$ cat src/rtl/pipe_ctrl_pkg.sv
`default_nettype none
// ============================================================================
//  Module      : pipe_ctrl_pkg
//  Description : Shared state encoding, default timing constants and counter
//                width helpers for the pipeline sequencer.
//  Revision    : 1.0 - initial release
// ============================================================================
package pipe_ctrl_pkg;

  typedef enum logic [2:0] {
    RUN      = 3'd0,
    MEM_WAIT = 3'd1,
    DRAIN    = 3'd2,
    HALTED   = 3'd3,
    ERROR    = 3'd4
  } pipe_state_e;

  localparam int unsigned c_DEF_DRAIN_CYCLES = 4;
  localparam int unsigned c_DEF_MEM_TIMEOUT  = 255;

  // Wait counter must hold MEM_TIMEOUT and is never narrower than a byte.
  function automatic int unsigned wait_cnt_width(input int unsigned timeout);
    int unsigned w;
    w = $clog2(timeout + 1);
    return (w < 8) ? 8 : w;
  endfunction

  // Drain counter counts DRAIN_CYCLES-1 down to 0; keep at least one bit.
  function automatic int unsigned drain_cnt_width(input int unsigned cycles);
    return (cycles < 2) ? 1 : $clog2(cycles);
  endfunction

endpackage
`default_nettype wire

$ cat src/rtl/pipe_perf_cnt.sv
`default_nettype none
// ============================================================================
//  Module      : pipe_perf_cnt
//  Description : Free-running event counter, cleared by rst, wraps modulo
//                2^CNT_W. One instance per pipeline performance event.
//  Revision    : 1.0 - initial release
// ============================================================================
module pipe_perf_cnt #(
  parameter int unsigned CNT_W = 32
) (
  input  logic             clk,
  input  logic             rst,
  input  logic             inc_i,
  output logic [CNT_W-1:0] count_o
);

  logic [CNT_W-1:0] count_q;
  logic [CNT_W-1:0] count_d;

  // Advance by one on each qualifying event; natural wrap on overflow.
  always_comb begin
    count_d = count_q;
    if (inc_i) count_d = count_q + 1'b1;
  end

  // Counter register with synchronous clear.
  always_ff @(posedge clk) begin
    if (rst) count_q <= '0;
    else     count_q <= count_d;
  end

  assign count_o = count_q;

endmodule
`default_nettype wire

$ cat src/rtl/pipe_ctrl.sv
`default_nettype none
// ============================================================================
//  Module      : pipe_ctrl
//  Description : Pipeline sequencer for the 5-stage core. Merges hazard stall,
//                EX branch redirect, data-memory wait and retiring halt into
//                per-stage write enables and bubble/flush controls, and owns
//                the RUN/MEM_WAIT/DRAIN/HALTED/ERROR state machine.
//                Outputs are combinational from state and inputs.
//                Optional feature macro: PIPE_CTRL_PERF_EN adds stall, flush
//                and memory-wait performance counters.
//  Revision    : 1.0 - initial release
// ============================================================================
module pipe_ctrl
  import pipe_ctrl_pkg::*;
#(
  parameter int unsigned DRAIN_CYCLES = c_DEF_DRAIN_CYCLES,
  parameter int unsigned MEM_TIMEOUT  = c_DEF_MEM_TIMEOUT
`ifdef PIPE_CTRL_PERF_EN
  ,
  parameter int unsigned CNT_W        = 32
`endif
) (
  input  logic       clk,
  input  logic       rst,
  input  logic       hz_stall,
  input  logic       br_taken_ex,
  input  logic       dmem_req,
  input  logic       dmem_ack,
  input  logic       halt_req,
  output logic       pc_we,
  output logic       ifid_we,
  output logic       ifid_flush,
  output logic       idex_we,
  output logic       idex_bubble,
  output logic       exmem_we,
  output logic       memwb_bubble,
  output logic       halted,
  output logic       mem_err,
  output logic [2:0] state_o
`ifdef PIPE_CTRL_PERF_EN
  ,
  output logic [CNT_W-1:0] stall_cycles,
  output logic [CNT_W-1:0] flush_cycles,
  output logic [CNT_W-1:0] memwait_cycles
`endif
);

  localparam int unsigned c_WAIT_W  = wait_cnt_width(MEM_TIMEOUT);
  localparam int unsigned c_DRAIN_W = drain_cnt_width(DRAIN_CYCLES);
  localparam logic [c_WAIT_W-1:0]  c_WAIT_LIMIT = c_WAIT_W'(MEM_TIMEOUT);
  localparam logic [c_DRAIN_W-1:0] c_DRAIN_INIT = c_DRAIN_W'(DRAIN_CYCLES - 1);

  pipe_state_e          state_q, state_d;
  logic [c_WAIT_W-1:0]  wait_cnt_q, wait_cnt_d;
  logic [c_DRAIN_W-1:0] drain_cnt_q, drain_cnt_d;
  logic                 mem_busy;

  assign mem_busy = dmem_req & ~dmem_ack;
  assign state_o  = state_q;

  // Next-state, counter update and zero-latency pipeline controls.
  always_comb begin
    state_d      = state_q;
    wait_cnt_d   = wait_cnt_q;
    drain_cnt_d  = drain_cnt_q;
    pc_we        = 1'b1;
    ifid_we      = 1'b1;
    idex_we      = 1'b1;
    exmem_we     = 1'b1;
    ifid_flush   = 1'b0;
    idex_bubble  = 1'b0;
    memwb_bubble = 1'b0;
    halted       = 1'b0;
    mem_err      = 1'b0;
    if (rst) begin
      // Keep every stage frozen and empty while reset is held.
      pc_we        = 1'b0;
      ifid_we      = 1'b0;
      idex_we      = 1'b0;
      exmem_we     = 1'b0;
      ifid_flush   = 1'b1;
      idex_bubble  = 1'b1;
      memwb_bubble = 1'b1;
    end else begin
      case (state_q)
        RUN, MEM_WAIT: begin
          if (mem_busy) begin
            pc_we        = 1'b0;
            ifid_we      = 1'b0;
            idex_we      = 1'b0;
            exmem_we     = 1'b0;
            memwb_bubble = 1'b1;
            if (state_q == RUN) begin
              state_d    = MEM_WAIT;
              wait_cnt_d = c_WAIT_W'(1);
            end else if (wait_cnt_q >= c_WAIT_LIMIT) begin
              state_d    = ERROR;
            end else begin
              // Bounded by the limit above, so the count can never wrap.
              wait_cnt_d = wait_cnt_q + 1'b1;
            end
          end else begin
            // An ack cycle behaves exactly like an ordinary RUN cycle.
            state_d    = RUN;
            wait_cnt_d = '0;
            if (halt_req) begin
              // Stop fetching; any EX branch this cycle is squashed.
              pc_we       = 1'b0;
              ifid_flush  = 1'b1;
              state_d     = DRAIN;
              drain_cnt_d = c_DRAIN_INIT;
            end else if (br_taken_ex) begin
              // Redirect overrides the stall: the stalled instr is flushed.
              ifid_flush  = 1'b1;
              idex_bubble = 1'b1;
            end else if (hz_stall) begin
              pc_we       = 1'b0;
              ifid_we     = 1'b0;
              idex_bubble = 1'b1;
            end
          end
        end
        DRAIN: begin
          pc_we       = 1'b0;
          ifid_flush  = 1'b1;
          idex_bubble = 1'b1;
          if (mem_busy) begin
            ifid_we      = 1'b0;
            idex_we      = 1'b0;
            exmem_we     = 1'b0;
            memwb_bubble = 1'b1;
          end else if (drain_cnt_q == '0) begin
            state_d     = HALTED;
          end else begin
            drain_cnt_d = drain_cnt_q - 1'b1;
          end
        end
        default: begin
          // HALTED and ERROR: pipe stopped until reset.
          pc_we        = 1'b0;
          ifid_we      = 1'b0;
          idex_we      = 1'b0;
          exmem_we     = 1'b0;
          ifid_flush   = 1'b1;
          idex_bubble  = 1'b1;
          memwb_bubble = 1'b1;
          halted       = 1'b1;
          mem_err      = (state_q != HALTED);
          if (state_q != HALTED) state_d = ERROR;
        end
      endcase
    end
  end

  // State and counter registers; reset returns to RUN with counters clear.
  always_ff @(posedge clk) begin
    if (rst) begin
      state_q     <= RUN;
      wait_cnt_q  <= '0;
      drain_cnt_q <= '0;
    end else begin
      state_q     <= state_d;
      wait_cnt_q  <= wait_cnt_d;
      drain_cnt_q <= drain_cnt_d;
    end
  end

`ifdef PIPE_CTRL_PERF_EN
  logic run_phase, stall_hit, flush_hit, busy_hit;

  // Events only count where they steer the pipe; HALTED/ERROR never count.
  assign run_phase = (state_q == RUN) || (state_q == MEM_WAIT);
  assign stall_hit = run_phase & ~mem_busy & ~halt_req & ~br_taken_ex & hz_stall;
  assign flush_hit = run_phase & ~mem_busy & ~halt_req & br_taken_ex;
  assign busy_hit  = (run_phase | (state_q == DRAIN)) & mem_busy;

  pipe_perf_cnt #(.CNT_W(CNT_W)) u_stall_cnt (
    .clk(clk), .rst(rst), .inc_i(stall_hit), .count_o(stall_cycles)
  );
  pipe_perf_cnt #(.CNT_W(CNT_W)) u_flush_cnt (
    .clk(clk), .rst(rst), .inc_i(flush_hit), .count_o(flush_cycles)
  );
  pipe_perf_cnt #(.CNT_W(CNT_W)) u_memwait_cnt (
    .clk(clk), .rst(rst), .inc_i(busy_hit), .count_o(memwait_cycles)
  );
`endif

endmodule
`default_nettype wire
$ cat config.mk
export PLATFORM = sky130hd
export DESIGN_NAME = pipe_ctrl
export DESIGN_NICKNAME = d
export VERILOG_FILES = /design/src/rtl/pipe_ctrl_pkg.sv /design/src/rtl/pipe_perf_cnt.sv /design/src/rtl/pipe_ctrl.sv
export SDC_FILE = /design/constraint.sdc
export NUM_CORES = 1
export LEC_CHECK = 0
export ABC_AREA = 1
export BUFFER_PORTS_ARGS = -buffer_cell sky130_fd_sc_hd__clkbuf_2
export CORE_UTILIZATION = 55
export CTS_BUF_LIST = sky130_fd_sc_hd__clkbuf_4
export CTS_CLUSTER_DIAMETER = 200
export DETAILED_ROUTE_END_ITERATION = 8
export GPL_TIMING_DRIVEN = 1
export PLACE_DENSITY = 0.8
export REMOVE_ABC_BUFFERS = 1
export SKIP_CTS_REPAIR_TIMING = 1
export SLEW_MARGIN = 20
export SYNTH_ARGS = -nofsm -noshare
export SYNTH_HDL_FRONTEND = slang
export SYNTH_HIERARCHICAL = 1
export SYNTH_SLANG_ARGS = --single-unit
$ cat constraint.sdc
create_clock -name clk -period 1.5 [get_ports clk]
set_input_delay 0.3 -clock clk [delete_from_list [all_inputs] [get_ports clk]]
set_output_delay 0.3 -clock clk [all_outputs]
set_load 0.02 [all_outputs]
Word level (Yosys, flattened, before mapping) --
Index checks and enable logic that the tools add are counted.
Operators by class: add/sub/neg operators 2, order comparisons 1, equal/unequal tests 10, mux-type cells 47, bitwise operators 2, reduce and logical (&&, ||, !) cells 9
Operators by type and width (count):
- $mux 1 | 30
- $mux 8 | 3
- $mux 3 | 6
- $mux 2 | 5
- $ne 2x2->1 const B | 5
- $add 8x1->8 const B | 1
- $ge 8x8->1 const B | 1
- $pmux 3 s2 | 1
- $reduce_and 5->1 | 1
- $ne 4x4->1 const B | 1
- $pmux 2 s2 | 1
- $reduce_and 4->1 | 1
- $eq 3x1->1 const B | 1
- $eq 3x2->1 const B | 1
- $logic_not 3->1 | 1
- $ne 3x2->1 const B | 1
- $ne 3x3->1 const B | 1
- $reduce_bool 3->1 | 1
- $reduce_or 3->1 | 1
- $logic_not 2->1 | 1
- $pmux 1 s2 | 1
- $reduce_and 2->1 | 1
- $reduce_bool 2->1 | 1
- $reduce_or 2->1 | 1
- other kinds (3) | 3
Word-level totals: register bits after elaboration 13, input port bits 7, output and inout port bits 12, word-level logic and storage cells 74

Logic depth before layout (Yosys ltp) --
Gate-level depths: netlist (run 1).
depth in word-level cells 6, mapped depth 10, mapped depth without buffers 10

Worst setup path before layout (run 1) --
No wires, ideal clock.
path kind register to output, from register state_q[2] (netlist: state_o[2]), to output port ifid_we, data arrival time 1.617 ns, required time 1.200 ns, setup slack -0.417 ns, cell stages (with the launch flop) 6, buffers on the path 0, path through dfxtp_1 -> nor2_4 -> nor2_1 -> nor2_1 -> inv_2 -> a31oi_1
Between the ends: longest elaborated chain between the ends 4, elaborated cells between the ends (all ways) 6, those cells by class eq/ne (2); mux (2); reduce/logical (2)
RTL lines:
- start, declared | line pipe_ctrl.sv:53 | pipe_state_e state_q, state_d;
- start signal, assigned | line pipe_ctrl.sv:162 | state_q <= state_d;
- $eq 3x1->1 or $logic_not 3->1 (tied branches) | line pipe_ctrl.sv:85 | case (state_q)
- $reduce_or 2->1 | line pipe_ctrl.sv:85
- $pmux 1 s2 (*) | line pipe_ctrl.sv:85
- $mux 1 (*) | line pipe_ctrl.sv:75 | if (rst) begin
- end, declared | line pipe_ctrl.sv:31 | output logic ifid_we,
Every way passes the cells marked *; elsewhere a longest branch is shown, timed or not.

Worst setup path in the final report (run 1) --
from register state_q[1] (netlist: state_o[1]), to output port ifid_we
The elaborated chain is that of the path after synthesis.

==> summary by stage, run 1 <==
Status
The run finished, with violations left. The checks that failed: negative setup slack.

Critical path
The cell type of the slowest stage on the worst timing path is sky130_fd_sc_hd__dfxtp_4. STA puts the critical path data required time at 1.20 ns. The critical path runs through a total of 6 cells. The critical path goes through nor2_4 > nor2_4 > nor2_4 > inv_2 > a31oi_1 > buf_2.

The element type at the critical path start is a register. Among the stages of the critical path, the cell type that occurs most often is sky130_fd_sc_hd__nor2_4. The startpoint of the worst register-to-register path is wait_cnt_q[1]$_SDFFE_PP0P_. The maximum cell stage delay along the critical path is 0.37 ns. Of all nets on the critical path, the largest fanout is 4.

Together, buffers and inverters on the worst path number 2. The start-to-end type of the worst setup path is register to output port. Tracing the worst setup path back leads to its startpoint at state_o[1]$_SDFFE_PP0P_. The cell count of the worst reg-to-reg path is 8. The setup slack of the most critical reg-to-reg path is 0.06 ns. The cell family contributing the most delay on the critical path is flip-flops.

The worst register-to-register path ends at wait_cnt_q[0]$_SDFFE_PP0P_. In this run the worst setup path terminates at ifid_we. Data on the critical path arrives at its endpoint at 1.35 ns. The worst setup path is captured at an output port.

CTS
In this run the number of H-tree levels came out at 1. No sink is reached through more buffers than the 2 on the longest clock path. The count of clock tree sinks is 13. TritonCTS built the clock tree. Clock-pin slew was measured on the worst setup and hold paths at 0.08 ns. The tree is rooted in a sky130_fd_sc_hd__clkbuf_4. The total CTS buffers is 3. For the worst-skew pair, the clock arrives at the later sink with an insertion delay of 0.29 ns.

Route
The via density per instance is 5.61. The violation count after the first detailed-routing iteration is 69. The routed wire length per instance is 14.1 microns. The routed design has 2.68 mm of wire. For this run, the detailed router's first-pass iteration total came to 4. The number of nets with antenna violations after routing is 0. The DRC violations left is 0.

The final route contains 1,065 vias.

Logic synthesis
The share of the synthesized area in compound gates (AO/OA/AOI/OAI) was 0.115. The number of instances in the synthesized netlist is 145. The main combinational cell family by area after synthesis is simple AND/OR/NAND/NOR gates.

Of the total synthesized cell area, the portion taken by XOR and XNOR cells is 0.00982. After synthesis the cells add up to 892 sq um. The top cell type by total area after synthesis is sky130_fd_sc_hd__dfxtp_1.

The number of flops mapped to enable cells by yosys is 0. The most used flip-flop cell after synthesis is sky130_fd_sc_hd__dfxtp_1. The flip-flop and latch count after synthesis is 13. A synthesized cell averages 6.15 sq um.

Ranked by total cell area, the synthesized netlist is headed by sky130_fd_sc_hd__dfxtp_1, sky130_fd_sc_hd__nand2_1, sky130_fd_sc_hd__inv_1. The fraction of synthesized cell area taken by the top area cell type is 0.292. For this run, the register share of the synthesized area comes to 0.292. Of the total synthesized cell area, the portion taken by AND, OR, NAND and NOR gates is 0.429. After synthesis, the share of flip-flops with an asynchronous set or reset is 0.

The share of synthesized cell area in full adder, half adder and majority cells is 0.0281. The distinct cell type count after synthesis is 23. The fraction of synthesized area in multiplexers is 0. The total of warnings raised by yosys is 6.

STA
For the pin with the worst max-slew slack, the measured transition is 0.327 ns. Measured against its own limit, the worst slew margin works out to 0.782. Setup repair after global routing could not meet its margin everywhere.

The worst setup slack after layout is -0.145 ns. Static timing analysis puts the maximum clock frequency at 0.608 GHz. The number of endpoints with negative hold slack in the final report is 0. The final worst-path cycle share is 1.10. Clock skew on the completed layout was measured at 0.00103 ns. The final-report max-slew violation count is 0. Setup violations remaining at the end of the flow were counted as 6. The minimum clock period is 1.65 ns.

Power
The worst IR drop on VDD is 1.07 mV. The internal portion of total power is 0.000740 W. Summing internal, switching and leakage power gives 0.00129 W. The share of total power dissipated in sequential elements is 0.332. The clock share of power is 0.195. The power spent charging and discharging nets is 0.000546 W. The proportion of power drawn by combinational gates is 0.473.

Power spread over the standard cell area amounts to 1120 nW/um^2. The leakage dissipation is 0.579 nW. Of the total power, the share spent switching nets is 0.425.

Die
The core region is 1510 sq um. The die footprint is 1790 sq um. The die boundary width is 42.3 microns. The height of the die is 42.3 microns. The initialized floorplan defines 14 standard-cell rows. The initial utilization of the core area, before any placement, comes to 0.592. During I/O placement, the number of pins put on the boundary was 19.

Global routing
Summed over all layers, the global routing overflow is 0. The number of antenna violations at the first check in global routing is 0. Entering global routing, the biggest net connects 12 pins. The global-route wire length before repair is 3.57 mm. In the global route stage, overall resource usage came out at 0.268. The number of global-route vias before repair was 849.

Place
The worst slack at placement is 0.0682 ns. The total of buffers placed on input and output ports is 18. After legalization and detailed placement, the total HPWL measured 1.71 mm.

The congestion estimate from routability-driven global placement came to 0.901. The cell area after placement is 1030 sq um.

Finish
Once layout is done, the placed cells without fillers occupy 1150 sq um. 0 antenna diodes ended up in the layout. After the last flow step, the layout net total stands at 184. From synthesis to final layout, the design area changed by 28.9%.

Of the cells placed in the final design, the portion with a size suffix greater than 1 is 0.316.

Run
Max-cap violations in this run came to 0.

Hold path
The min-delay analysis places its worst path in the category input port to register.
==> worst reg2reg max path, stage by stage (launching register included) <==
cell and delay, ns:
sky130_fd_sc_hd__dfxtp_1 0.42, sky130_fd_sc_hd__ha_4 0.18, sky130_fd_sc_hd__nand2_1 0.08, sky130_fd_sc_hd__nor2_2 0.12
sky130_fd_sc_hd__nand2_2 0.10, sky130_fd_sc_hd__nand2_2 0.07, sky130_fd_sc_hd__nand2_2 0.10, sky130_fd_sc_hd__o21ai_0 0.20
sky130_fd_sc_hd__nor2_1 0.06
==> metal layers <==
metal | vias to the layer above | track usage | part of all wire
met5 | - | 0 | 0
met2 | 68 | 0.440 | 0.49
met3 | 9 | 0.0517 | 0.097
met4 | 0 | 0.113 | 0.018
met1 | 471 | 0.341 | 0.39
li1 | 517 | - | -
==> power groups by stage <==
stage                     sequential [W]  clock, W  combinational, W
after CTS                       0.000414  0.000252          0.000517
after global routing            0.000432  0.000272          0.000655
after detailed placement        0.000422         0          0.000511
final                           0.000427  0.000251          0.000608
after global placement          0.000421         0          0.000497
after floorplan                 0.000444         0          0.000316
==> sequential cells by signal, indices dropped and copies added, names as in the netlist <==
name	flops
drain_cnt_q	2
wait_cnt_q	8
state_o	3
==> stage by stage <==
stage / util / cells / TNS (ns) / hold WS [ns]
floorplan: - / 142 / -1.20 / 0.369
global placement: 0.685 / 183 / 0 / 0.447
detailed placement: 0.685 / 183 / 0 / 0.452
CTS: 0.705 / 187 / -0.643 / 0.354
global route: 0.763 / 190 / -0.813 / 0.354
finish: 0.763 / 190 / -0.425 / 0.354
==> kinds of logic (layout without fill, tap and decap cells) <==
family / count (synthesis) / count (layout)
compound gates: 17 / 17
xor+xnor: 1 / 1
fa+ha+maj: 2 / 2
buf+inv: 27 / 56
flops: 13 / 13
simple gates: 85 / 85
==> Yosys cell counts (2+ instances only) <==
| cell type | number |
|---|---|
| sky130_fd_sc_hd__inv_2 | 2 |
| sky130_fd_sc_hd__nand4_1 | 4 |
| sky130_fd_sc_hd__inv_1 | 22 |
| sky130_fd_sc_hd__buf_4 | 3 |
| sky130_fd_sc_hd__o21ai_0 | 4 |
| sky130_fd_sc_hd__dfxtp_1 | 13 |
| sky130_fd_sc_hd__ha_1 | 2 |
| sky130_fd_sc_hd__nor2_2 | 3 |
| sky130_fd_sc_hd__a21oi_1 | 9 |
| sky130_fd_sc_hd__nand3_1 | 11 |
| sky130_fd_sc_hd__nand2_2 | 4 |
| sky130_fd_sc_hd__nor2_1 | 20 |
| sky130_fd_sc_hd__nand2_1 | 38 |
==> final cells by class <==
| cell class | count | area [sq um] |
|---|---|---|
| multi-input cells | 105 | 563 |
| flip-flops and latches | 13 | 270 |
| inverters | 24 | 90.1 |
| clock buffers | 4 | 30.0 |
| repair buffers | 28 | 176 |
| fillers | 108 | 357 |
| well taps | 16 | 20.0 |
==> how the worst min path moves through the flow <==
stage	startpoint	endpoint	slack, ns	depth (start not counted)
2_1_floorplan	rst	state_o[1]$_SDFFE_PP0P_	0.37	1
3_3_place_gp	drain_cnt_q[1]$_SDFFE_PP0P_	drain_cnt_q[1]$_SDFFE_PP0P_	0.45	2
3_5_place_dp	drain_cnt_q[1]$_SDFFE_PP0P_	drain_cnt_q[1]$_SDFFE_PP0P_	0.45	2
4_1_cts	rst	state_o[1]$_SDFFE_PP0P_	0.35	3
5_1_grt	rst	state_o[1]$_SDFFE_PP0P_	0.35	3
6_report	rst	state_o[1]$_SDFFE_PP0P_	0.35	3
==> layout by cell type, fill, tap and decap left out, drive strengths merged, types with 2 or more instances in the layout <==
cell    instances
clkbuf         15
nand3          11
nor2           24
nand2          42
o21ai           5
a21oi           9
nand4           4
inv            24
buf            17
dfxtp          13
ha              2
(Power assumes the default switching activity.)
==> inputs of run 2 (changes only) <==
--- a/config.mk
+++ b/config.mk
@@ -14,6 +14,7 @@
 export GPL_TIMING_DRIVEN = 1
 export PLACE_DENSITY = 0.8
 export REMOVE_ABC_BUFFERS = 1
+export SETUP_SLACK_MARGIN = 0.05
 export SKIP_CTS_REPAIR_TIMING = 1
 export SLEW_MARGIN = 20
 export SYNTH_ARGS = -nofsm -noshare
==> constraint.sdc (replaced) <==
create_clock -name clk -period 1.75 [get_ports clk]
set_input_delay 0.35 -clock clk [delete_from_list [all_inputs] [get_ports clk]]
set_output_delay 0.35 -clock clk [all_outputs]
set_load 0.02 [all_outputs]
==> run 2 against run 1 <==
  * The flow still finishes with violations (negative setup slack)
  * Register-to-register slack improved by 0.20 ns
  * Worst hold slack improved by 0.045 ns
  * Wire length decreased by 20%
  * Total power decreased by 22%
  * Sequential cell count unchanged
  * Combinational power decreased by 30%
  * Sequential share of layout area increased by 1.6 points
==> summary by stage, run 2 (synthesis gave the netlist of run 1 again) <==
CTS
The maximum root-to-sink buffer count is 2 (unchanged). The clock root buffer master is sky130_fd_sc_hd__clkbuf_4 (unchanged). The total CTS buffers is 3 (unchanged). The latest clock arrival within the worst-skew pair was 0.28 ns (was 0.29 ns). The clock transition at the register clock pins on the worst setup and hold paths after CTS is 0.08 ns (about the same). The count of clock tree sinks is 13 (unchanged). The CTS tree is built (unchanged). The number of levels the H-tree was split into came to 1 (unchanged).

Hold path
The path class of the lowest-slack min-delay path is input port to register (unchanged).

Die
The initial standard-cell utilization of the core is 0.592 (unchanged). The area of the core is 1510 sq um (unchanged). The die boundary width was 42.3 microns (unchanged). The height of the die is 42.3 microns (unchanged).

The number of core rows is 14 (unchanged). The die footprint is 1790 sq um (unchanged). The boundary pin count is 19 (unchanged).

Finish
The number of flip-flops under the largest register name is 8 (unchanged). The number of antenna cells inserted is 0 (unchanged). The multi-input gate area in the final layout is 533 sq um (was 563 sq um).

The share of final-layout standard cells stronger than drive strength 1 is 0.260 (was 0.316). The final net count is 179 (was 184). The flip-flop and latch area is 269 sq um (was 270 sq um). The area growth from synthesis to layout is 20.2% (was 28.9%). The largest register by flop count is wait_cnt_q (unchanged). The filler cell count came to 124 (was 108). The post-route core utilization is 0.712 (was 0.763). Most used cells in the layout excluding fill and tap cells: sky130_fd_sc_hd__nand2_1, sky130_fd_sc_hd__inv_1, sky130_fd_sc_hd__nor2_1 (unchanged).

The commonest non-fill, non-tap cell in the layout was sky130_fd_sc_hd__nand2_1 (unchanged).

STA
Based on the critical path, the design can be clocked at up to 0.556 GHz. The actual slew at the worst max-slew pin is 0.244 ns (was 0.327 ns). The worst setup slack after layout came to -0.0498 ns (was -0.145 ns). The final worst-path cycle share is 1.03. The setup skew after layout came to 0.00477 ns (was 0.00103 ns). The number of setup violations in the final report came to 1 (was 6). The headroom to the max-slew limit is 0.836 (was 0.782).

RSZ-0062 raised after global routing: yes (unchanged). The number of endpoints with negative hold slack in the final report was 0 (unchanged). The minimum clock period is 1.80 ns. The final-report max-slew violation count came to 0 (unchanged).

Place
The final weighted congestion in routability-driven placement is 0.900 (was 0.901). The total of buffers placed on input and output ports is 18 (unchanged). The half-perimeter wire length after placement was 1.61 mm (was 1.71 mm). The worst slack at placement is 0.193 ns (was 0.0682 ns).

Critical path
The element type at the critical path end is an output port (unchanged). The maximum fanout along the worst path is 6 (was 4). The setup slack of the most critical reg-to-reg path is 0.26 ns (was 0.06 ns). The start-to-end type of the worst setup path is register to output port (unchanged). The required time at the worst-slack endpoint is 1.40 ns (was 1.20 ns).

The arrival time at the worst endpoint is 1.45 ns (was 1.35 ns). The element type at the critical path start is a register (unchanged).

Power
The worst IR drop on VDD is 0.667 mV (was 1.07 mV). The total chip power is 0.00101 W (was 0.00129 W). The power density over the cells came to 940 nW/um^2 (was 1120 nW/um^2). The leakage dissipation is 0.553 nW (was 0.579 nW).

Route
The via count is 979 (was 1,065). The via density per instance came to 5.29 (was 5.61). The violation count after the first detailed-routing iteration was 36 (was 69).

The DRC violations left is 0 (unchanged). The number of nets with antenna violations after routing is 0 (unchanged). The total routed wire length on the met1 layer is 934 microns (was 1.06 mm).

The routed wire length per instance was 11.6 microns (was 14.1 microns). The first-pass iteration count of the detailed router is 4 (unchanged). The length of routed met2 wiring is 1.01 mm (was 1.31 mm). The total length of routed wires was 2.14 mm (was 2.68 mm).

The wire length on met3 came to 146 microns (was 261 microns). The uppermost layer routed was met4 (unchanged).

Status
Outcome: finished, violations left (unchanged). Violated checks: negative setup slack (unchanged).

Global routing
The total global-route track usage is 0.260 (was 0.268). The number of antenna violations at the first check in global routing came to 0 (unchanged). The pin count of the biggest net entering global routing came to 12 (unchanged). The global-route wire length before repair is 3.53 mm (was 3.57 mm).

The remaining global-route overflow is 0 (unchanged). The number of global-route vias before repair is 842 (was 849).

Run
The number of max-capacitance violations reported was 0 (unchanged).
## run 2: final cells by class
type                       count  area share
sequential                    13       0.251
clock buffer                   4      0.0280
timing repair buffer          23       0.121
inverter                      24      0.0840
tap                           16      0.0187
multi-input combinational    105       0.497
## run 2: metal layers
layer  track usage  up-vias
li1              -      509
met3        0.0560        6
met4         0.125        0
met2         0.397       27
met1         0.345      437
met5             0        -
## run 2: path summary, 6_finish.rpt
path | from | to | cells after the start
max | state_o[1]$_SDFFE_PP0P_ | ifid_we | 6
min | rst | state_o[1]$_SDFFE_PP0P_ | 3
max reg2reg | wait_cnt_q[0]$_SDFFE_PP0P_ | wait_cnt_q[0]$_SDFFE_PP0P_ | 8
min reg2reg | drain_cnt_q[1]$_SDFFE_PP0P_ | drain_cnt_q[1]$_SDFFE_PP0P_ | 2
## run 2: metrics by stage
| stage | hold WS (ns) | instance area [sq um] | cells | TNS (ns) |
|---|---|---|---|---|
| 2_1_floorplan | 0.419 | 870 | 142 | -0.542 |
| 3_3_place_gp | 0.451 | 1000 | 179 | 0 |
| 3_5_place_dp | 0.452 | 1000 | 179 | 0 |
| 4_1_cts | 0.412 | 1030 | 183 | -0.166 |
| 5_1_grt | 0.410 | 1070 | 185 | -0.135 |
| 6_report | 0.398 | 1070 | 185 | -0.0498 |
## run 2: worst max-delay path, stage by stage, from the launching register on
cell                      delay [ns]
sky130_fd_sc_hd__dfxtp_2        0.36
sky130_fd_sc_hd__nor2_4         0.19
sky130_fd_sc_hd__nor2_1         0.09
sky130_fd_sc_hd__nor2_2         0.13
sky130_fd_sc_hd__inv_2          0.05
sky130_fd_sc_hd__a31oi_1        0.14
sky130_fd_sc_hd__buf_2          0.19
## run 2: power by group
group,internal (W),total [W],switching [W],leakage [nW]
logic,0.000156,0.000425,0.000268,0.427
registers,0.000333,0.000374,0.0000401,0.108
clock network,0.000104,0.000210,0.000105,0.0184
